### src/rtl/backprop_sequencer.sv
// Layer-by-layer control sequencer for the backprop_stack datapath: walks layers
// from last to first issuing load / propagate / copy / stream / clear strobes.
module backprop_sequencer #(
    parameter int size           = 3,
    parameter int max_layer_size = 4
) (
    input  logic        clk,
    input  logic        reset,
    input  logic        start,
    input  logic [32:0] num_layers,
    input  logic        in_valid,
    output logic        in_ready,
    output logic [32:0] current_layer_index,
    output logic [32:0] dc_dw_layer_index,
    output logic        copy,
    output logic        stack_reset,
    output logic        cal_dy_dy_old,
    output logic        stream_valid,
    output logic        busy,
    output logic        done,
    output logic        cfg_err
);

    localparam int          CW       = $clog2(size) + 1;
    localparam logic [CW-1:0] CNT_LAST = CW'(size - 1);
    localparam logic [32:0] MAX_N    = 33'(max_layer_size);

    typedef enum logic [2:0] {
        S_IDLE, S_LOAD, S_PROP, S_COPY, S_STREAM, S_CLEAR, S_DONE
    } state_t;

    state_t        r_state;
    state_t        w_state_next;
    logic [32:0]   r_layer;
    logic [CW-1:0] r_cnt;
    logic          r_stream_valid;
    logic          r_cfg_err;
    logic          w_n_ok;
    logic          w_cnt_last;

    assign w_n_ok     = (num_layers != 33'd0) && (num_layers <= MAX_N);
    assign w_cnt_last = (r_cnt == CNT_LAST);

    always_ff @(posedge clk) begin
        if (reset) begin
            r_state <= S_IDLE;
        end else begin
            r_state <= w_state_next;
        end
    end

    always_comb begin
        w_state_next = r_state;
        case (r_state)
            S_IDLE:   if (start && w_n_ok) w_state_next = S_LOAD;
            S_LOAD:   if (in_valid && w_cnt_last) w_state_next = S_PROP;
            S_PROP:   w_state_next = S_COPY;
            S_COPY:   w_state_next = S_STREAM;
            S_STREAM: if (w_cnt_last) w_state_next = S_CLEAR;
            S_CLEAR:  w_state_next = (r_layer == 33'd0) ? S_DONE : S_LOAD;
            S_DONE:   w_state_next = S_IDLE;
            default:  w_state_next = S_IDLE;
        endcase
    end

    // Layer register, row counter and the two registered pulse outputs.
    always_ff @(posedge clk) begin
        if (reset) begin
            r_layer        <= 33'd0;
            r_cnt          <= '0;
            r_stream_valid <= 1'b0;
            r_cfg_err      <= 1'b0;
        end else begin
            r_stream_valid <= (r_state == S_STREAM);
            r_cfg_err      <= (r_state == S_IDLE) && start && !w_n_ok;
            case (r_state)
                S_IDLE: begin
                    if (start && w_n_ok) begin
                        r_layer <= num_layers - 33'd1;
                        r_cnt   <= '0;
                    end
                end
                S_LOAD: begin
                    if (in_valid) r_cnt <= r_cnt + CW'(1);
                end
                S_COPY:   r_cnt <= '0;
                S_STREAM: r_cnt <= r_cnt + CW'(1);
                S_CLEAR: begin
                    if (r_layer != 33'd0) begin
                        r_layer <= r_layer - 33'd1;
                        r_cnt   <= '0;
                    end
                end
                default: ;
            endcase
        end
    end

    always_comb begin
        in_ready            = 1'b0;
        current_layer_index = 33'd0;
        dc_dw_layer_index   = 33'd0;
        copy                = 1'b0;
        stack_reset         = 1'b0;
        cal_dy_dy_old       = 1'b0;
        busy                = (r_state != S_IDLE);
        done                = 1'b0;
        if (r_state != S_IDLE) current_layer_index = r_layer;
        case (r_state)
            S_LOAD:   in_ready = 1'b1;
            S_PROP:   cal_dy_dy_old = 1'b1;
            S_COPY:   copy = 1'b1;
            S_STREAM: dc_dw_layer_index = {{(33-CW){1'b0}}, r_cnt};
            S_CLEAR:  stack_reset = 1'b1;
            S_DONE:   done = 1'b1;
            default: ;
        endcase
    end

    assign stream_valid = r_stream_valid;
    assign cfg_err      = r_cfg_err;

endmodule

### config.mk
export PLATFORM = sky130hd
export DESIGN_NAME = backprop_sequencer
export DESIGN_NICKNAME = d
export VERILOG_FILES = /design/src/rtl/backprop_sequencer.sv
export SDC_FILE = /design/constraint.sdc
export NUM_CORES = 1
export LEC_CHECK = 0
export ABC_AREA = 1
export ABC_CLOCK_PERIOD_IN_PS = 2400
export CAP_MARGIN = 15
export CORE_MARGIN = 2
export CORE_UTILIZATION = 45
export CTS_BUF_LIST = sky130_fd_sc_hd__clkbuf_2
export CTS_CLUSTER_DIAMETER = 200
export DETAILED_ROUTE_END_ITERATION = 10
export PLACE_DENSITY = 0.7
export SYNTH_ARGS = -nofsm -noshare
export SYNTH_HDL_FRONTEND = slang
export SYNTH_SLANG_ARGS = --single-unit
### constraint.sdc
create_clock -name clk -period 2.4 [get_ports clk]
set_input_delay 0.36 -clock clk [delete_from_list [all_inputs] [get_ports clk]]
set_output_delay 0.36 -clock clk [all_outputs]
set_load 0.02 [all_outputs]
* Word-level counts from Yosys, hierarchy flattened *
Index checks and enable logic that the tools add are counted.
W data, S select, Z words.

storage, ports and cells
  flip-flop bits (word level) = 41
  input port bits = 37
  word-level logic and storage cells = 56

operators by class
  add/subtract/negate cells = 3
  order comparisons = 1
  eq/ne operators = 12
  mux-type cells = 19
  reduce and logical (&&, ||, !) cells = 16

operator list
  cell                     number
  $mux W33                 3
  $pmux W33 S2             1
  $reduce_bool A33 Y1      2
  $sub A33 B1 Y33 const B  2
  $le A33 B3 Y1 const B    1
  $logic_not A33 Y1        1
  $mux W3                  8
  $pmux W3 S6              1
  $pmux W3 S5              1
  $eq A3 B2 Y1 const B     3
  $eq A3 B3 Y1 const B     3
  $ne A2 B2 Y1 const B     4
  $reduce_and A3 Y1        2
  $logic_and A1 B1 Y1      5
  $mux W1                  5
  $reduce_bool A5 Y1       1
  $reduce_and A4 Y1        1
  $add A3 B1 Y3 const B    1
  $eq A3 B1 Y1 const B     1
  $logic_not A3 Y1         1
  $reduce_bool A3 Y1       1
  $ne A2 B1 Y1 const B     1
  $reduce_bool A2 Y1       1
  $logic_not A1 Y1         1

* Logic depth before layout (Yosys ltp) *
Gate-level depths: netlist of the first run.

  depth after elaboration = 5
  depth in mapped cells = 15
  gate-level depth less buffers = 15

* Worst setup path before layout of the first run *
Ideal clock, no wire load.

  path type = reg-to-reg
  start point = register r_state[1]
  end point = register r_layer[10]
  setup time = 0.132 ns
  arrival = 1.760 ns
  data required time = 2.268 ns
  setup slack = 0.508 ns
  stages on the path, launching flop included = 16
  buffers on the path = 1
  clock period less this slack = 1.892 ns
  cell sequence = dfxtp_1 inv_2 nand3_4 buf_6 nand2_1 nand2_1 ha_1 inv_1 nor2_1 nand2_1 nor2_1 nand2_1 nand2_1 nand2_1 nand2_1 a21oi_1

between the ends
  cells in the longest elaborated chain, start to end = 3
  elaborated cells between the ends (all ways) = 7

RTL lines
  element                                           RTL line  text
  start, declared                                   32        state_t r_state;
  start signal, assigned                            48        r_state <= w_state_next;
  $eq A3 B3 Y1 or $logic_not A3 Y1 (tied branches)  76        case (r_state)
  $ne A2 B2 Y1 (no line) (tied with other cells)    --
  $reduce_and A3 Y1 (no line)                       --
  end signal, assigned                              79        r_layer <= num_layers - 33'd1;
  end signal, assigned                              90        r_layer <= r_layer - 33'd1;
  end, declared                                     34        logic [32:0] r_layer;

Several ways; a longest one is shown, not always the timed one.
A chain may end at the register's enable or synchronous reset.

* Final worst setup path of the first run *
  start point = register r_state[0]
  end point = output port in_ready

between the ends
  cells in the longest elaborated chain, start to end = 2

RTL lines
  element        RTL line  text
  $eq A3 B1 Y1   109       case (r_state)
  $mux W1        109
  end, declared  12        output logic in_ready,

No other way between the ends.

==> results.yml, run 1 <==
sta:
  fmax_ghz: 0.444
  fin_setup_tns_ns: 0
  drv_slew: 0
  rsz0062_at_grt: "false"
  fin_skew_ns: 0.0131
  worst_slack_ns: 0.146
  setup_viol: 0
  min_period_over_period: 0.939
  hold_violations: 0
  finalCriticalPeriod_ns: 2.25
global_route:
  grt-ovfl-total: 0
  antenna_found_initial: 0
  grt_max_degree: 35
  grt_usage: 0.300
  grt_pass1_vias: 4802
  grt_pass1_wl_um: 24200
drt:
  routed_wirelength_um: 15500
  remaining_drc_errors: 0
  vias: 5378
  dr.pass1.iters: 5
  viasPerCell: 5.16
  wl_per_cell_um: 14.9
  antenna_left: 0
  drt_iter0_drc: 359
place:
  gp_congestion: 0.973
  dp.cells: 1035
  dp_worst_setup_slack_ns: -0.0409
  dp_hpwl_um: 12200
  portBuffers: 80
synth:
  synth_cell_type_count: 29
  postSynthAreaPerCell_um2: 5.25
  synth-edff-count: 0
  ys_warn_count: 0
  ys.flop_type: "dfxtp_1"
  ys_async_sr_fraction: 0
  syn_inst: 830
  syn_area_um2: 4360
  yosysSeqAreaShare: 0.188
  ys_seq_elements: 41
die:
  rows: 35
  initial_core_util: 0.467
  core-area_um2: 9330
  dieArea_um2: 10500
  die_w_um: 102
  die_h_um: 102
  io_pins: 111
layout:
  fin_cells: 1043
  nFillCells: 1031
  layout.nets: 953
  drive_gt1_frac: 0.0842
  n_antenna_cell: 0
  syn2layout_area_growth_pct: 22.4
clocking:
  htree_levels: 2
  cts_root_buf: "clkbuf_2"
  cts_sinks: 41
  clk_pin_slew_ns: 0.26
  cts_tree: "yes"
  cts_buffers: 5
  cts_hold_buf: 0
  clock_path_buffers: 2
  clock_latency_ns: 0.44
worst_setup_path:
  path_buf_inv: 4
  crit_family: "buffers and inverters"
  reg2reg_from: "r_state[0]"
  rrSetupSlack_ns: 0.19
  crit_chain: "inv_2, nor2_4, buf_6, nand2_1, inv_1, dlygate4sd2_1"
  rr_worst_depth: 13
  required_ns: 2.04
  critical_path_arrival_ns: 1.89
  end_kind: "output port"
  startpoint_type: "flip-flop"
  critical_path_class: "reg2out"
  timing.rr.end: "r_layer[17]"
  slowest_delay_ns: 0.48
  crit_path_max_fanout: 19
  slowest_stage: "dfxtp_4"
pwr:
  irDropWorstVdd_mv: 0.257
  p_per_area_nw_per_um2: 423
  p_leak_nw: 2.70
worst_hold_path:
  min-delay-start: "r_layer[8]"
  hold_end: "r_layer[8]"
  hp-class: "reg2reg"
  hold_path_depth: 2
outcome:
  status: "complete, no violations"
job:
  cap_violations: 0
[layout by cell type (no fill, tap or decap), types with 3 or more instances in the layout]
cell,Yosys,routed
clkbuf_2,0,5
nor2_4,4,4
ha_1,3,3
dlygate4sd2_1,0,41
nand2_2,11,11
nor3_1,4,4
nor2_1,163,163
xor2_1,4,4
conb_1,1,30
clkdlybuf4s50_1,0,39
buf_4,32,20
nor2_2,14,14
a21oi_1,26,26
buf_12,0,5
nand3_1,70,70
o21ai_0,18,18
inv_2,4,4
inv_1,102,102
nand2_1,267,267
nand4_1,23,23
dfxtp_1,41,38
[metrics by stage]
| step | power, mW | util | hold WS, ns | area, µm² |
|---|---|---|---|---|
| finish | 2.25 | 0.572 | 0.499 | 5340 |
| CTS | 2.25 | 0.572 | 0.476 | 5340 |
| global route | 2.39 | 0.572 | 0.499 | 5340 |
| global placement | 1.79 | 0.569 | 0.475 | 5310 |
| floorplan | 1.50 | - | 0.457 | 4470 |
| detailed placement | 1.81 | 0.569 | 0.473 | 5310 |
[worst register-to-register path: stages (launching register included)]
cell and delay (ns):
dfxtp_4 0.48, nand3_4 0.11, buf_12 0.17, nand2_1 0.07
nand2_1 0.10, nor2_1 0.10, nand2_1 0.15, nor2_1 0.28
nand2_1 0.16, nor2_1 0.29, nand2_1 0.08, nand2_1 0.07
nor2_1 0.04, nor2_1 0.07
[how the worst max path moves through the flow]
stage / startpoint / endpoint / slack [ns] / cells past startpoint
finish: r_state[0] / in_ready / 0.15 / 6
global route: r_state[2] / current_layer_index[19] / 0.03 / 5
CTS: r_state[2] / current_layer_index[19] / 0.14 / 5
detailed placement: num_layers[16] / r_layer[28] / -0.04 / 12
global placement: num_layers[16] / r_layer[28] / 0.002 / 12
floorplan: r_state[1] / r_layer[10] / 0.51 / 15
[timing repair]
item,4_1_cts,5_1_grt
setup buffers,0,0
endpoints found under the setup margin,41,0
gates resized for setup,47,0
[Yosys cell counts, types with 2 or more instances]
master    instances  share of area
a21oi_2           2         0.0040
buf_6             4          0.010
nand3_2           2         0.0046
nand2_2          11          0.016
xnor2_1           2         0.0040
ha_1              3         0.0086
dfxtp_1          41           0.19
o21ai_1           2         0.0023
buf_2            13          0.015
nand3_1          70          0.080
nor3_1            4         0.0046
o22ai_1           2         0.0029
clkbuf_1         10         0.0086
nor2_4            4          0.010
or2_2             2         0.0029
nand2_1         267           0.23
a21oi_1          26          0.030
buf_4            32          0.055
nand4_1          23          0.033
o21ai_0          18          0.021
xor2_1            4         0.0080
nor2_1          163           0.14
inv_1           102          0.088
o21bai_1          2         0.0034
nor2_2           14          0.020
inv_2             4         0.0034
[registers in the layout (all words and copies together) (netlist names)]
signal	cells
r_state	3
stream_valid	1
r_cnt	3
r_layer	33
cfg_err	1
[where the power goes]
part	leakage [nW]	internal (mW)	switching, mW
clock	0.0366	0.172	0.281
combinational	2.33	0.325	0.644
sequential	0.335	0.767	0.0653
[cell type report]
cell class	count	area [µm²]	area share
tap	129	161	0.0303
multi-input combinational	652	2860	0.536
timing repair buffer	107	1020	0.192
sequential	41	830	0.155
clock inverter	3	41.3	0.00774
inverter	106	398	0.0746
clock buffer	5	25.0	0.00469
[routing by layer]
layer	up-vias	wire (µm)	GRT usage
li1	2655	-	-
met5	-	0	0
met1	2401	6800	0.408
met2	289	7030	0.492
met4	0	397	0.0892
met3	33	1300	0.0410
[cells by family after synthesis]
group | count (synthesis) | synth area share
buf+inv | 166 | 0.181
other cells | 1 | 0.000860
xor+xnor | 6 | 0.0121
compound gates | 52 | 0.0631
fa+ha+maj | 3 | 0.00861
flops | 41 | 0.188
simple gates | 561 | 0.546
Power figures use the tool's default switching activity.
==> run 2, diff against run 1 <==
--- a/config.mk
+++ b/config.mk
@@ -14,6 +14,7 @@
 export CTS_CLUSTER_DIAMETER = 200
 export DETAILED_ROUTE_END_ITERATION = 10
 export PLACE_DENSITY = 0.7
+export REMOVE_ABC_BUFFERS = 1
 export SYNTH_ARGS = -nofsm -noshare
 export SYNTH_HDL_FRONTEND = slang
 export SYNTH_SLANG_ARGS = --single-unit
==> results.yml, run 2 (synthesized netlist as in run 1, its figures left out) <==
die:
  dieArea_um2: 10500
  initial_core_util: 0.467
  die_h_um: 102
  io_pins: 111
  die_w_um: 102
  rows: 35
  core-area_um2: 9330
place:
  place_area_um2: 5320
  dp_hpwl_um: 12200
  dp_worst_setup_slack_ns: -0.0792
  gp_congestion: 1.00
  portBuffers: 80
worst_hold_path:
  hp-class: "reg2reg"
sta:
  min_period_over_period: 0.948
  fmax_ghz: 0.440
  rsz0062_at_grt: "false"
  fin_skew_ns: 0.0178
  hold_violations: 0
  finalCriticalPeriod_ns: 2.27
  hold_slack_ns: 0.514
  drv_slew: 0
  setup_viol: 0
  worst_slack_ns: 0.125
layout:
  reg_top3: "r_layer x33, r_cnt x3, r_state x3"
  regMostFlops: "r_layer"
  syn2layout_area_growth_pct: 21.4
  nFillCells: 1013
  n_antenna_cell: 0
  layout.nets: 953
  largest_reg_flops: 33
  drive_gt1_frac: 0.0952
  post-route-util: 0.567
  mostFrequentLayoutCell: "nand2_1"
  fin_area_um2: 5290
  layout_common_cells: "267 x nand2_1, 163 x nor2_1, 102 x inv_1"
pwr:
  irDropWorstVdd_mv: 0.312
  p_per_area_nw_per_um2: 409
  p_total_mw: 2.16
  p_leak_nw: 2.67
clocking:
  cts_hold_buf: 0
  cts_tree: "yes"
  htree_levels: 2
  clock_path_buffers: 2
  cts_buffers: 5
  cts_root_buf: "clkbuf_2"
  clk_pin_slew_ns: 0.25
  clock_latency_ns: 0.43
  cts_sinks: 41
worst_setup_path:
  crit_path_max_fanout: 17
  critical_path_class: "reg2out"
  startpoint_type: "flip-flop"
  critical_path_arrival_ns: 1.91
  required_ns: 2.04
  end_kind: "output port"
global_route:
  grt_max_degree: 36
  antenna_found_initial: 0
  grt-ovfl-total: 0
  grt_pass1_vias: 4793
  grt_pass1_wl_um: 23800
  grt_usage: 0.296
drt:
  viasPerCell: 5.13
  dr_wl_met3_um: 1330
  remaining_drc_errors: 0
  routed_wirelength_um: 15500
  dr_wl_met2_um: 7250
  antenna_left: 0
  drt_iter0_drc: 314
  wl_per_cell_um: 14.8
  vias: 5346
  dr.max_layer_used: "met4"
  met1_length_um: 6410
  dr.pass1.iters: 5
job:
  cap_violations: 0
outcome:
  status: "complete, no violations"
[run 2: area by class of cell]
class                           count  area (µm²)  area share
Clock buffer                        5        25.0     0.00473
Timing Repair Buffer              107        1000       0.189
Multi-Input combinational cell    652        2860       0.540
Sequential cell                    41         830       0.157
Inverter                          106         398      0.0752
Tap cell                          129         161      0.0305
Clock inverter                      3        17.5     0.00331
[run 2: where the power goes]
part	internal [mW]	switching [mW]	total [mW]	leakage [nW]
Sequential	0.767	0.0616	0.829	0.335
Combinational	0.333	0.664	0.997	2.31
Clock	0.0679	0.269	0.337	0.0287
[run 2: layer usage]
layer | vias to the layer above | global-route usage
met5 | - | 0
met4 | 0 | 0.108
met3 | 44 | 0.0404
met2 | 259 | 0.494
met1 | 2380 | 0.389
li1 | 2663 | -
[run 2: worst max-delay path, cell delays in order, from the launching register on]
cell	delay [ns]
dfxtp_4	0.42
buf_6	0.16
nor2_1	0.09
inv_1	0.08
nor2_4	0.08
buf_4	0.23
inv_1	0.09
dlygate4sd2_1	0.32
[run 2: worst paths after layout]
check | start | endpoint | slack, ns | cells past startpoint
hold / removal | r_layer[5] | r_layer[5] | 0.51 | 2
setup reg to reg | r_state[0] | r_layer[25] | 0.14 | 15
setup / recovery | r_state[0] | busy | 0.13 | 7
hold reg to reg | r_layer[5] | r_layer[5] | 0.51 | 2
[run 2: repair_timing]
item | in CTS | in global routing
setup buffers | 0 | 0
cloned | 0 | 0
endpoints found under the setup margin | 41 | 39
gates resized for setup | 42 | 23
[run 2: per-stage QoR]
| stage | instances | TNS [ns] |
|---|---|---|
| final | 1043 | 0 |
| after global routing | 1043 | 0 |
| after CTS | 1043 | 0 |
| after detailed placement | 1035 | -0.447 |
| after global placement | 1035 | -0.414 |
| after floorplan | 799 | -23.36 |
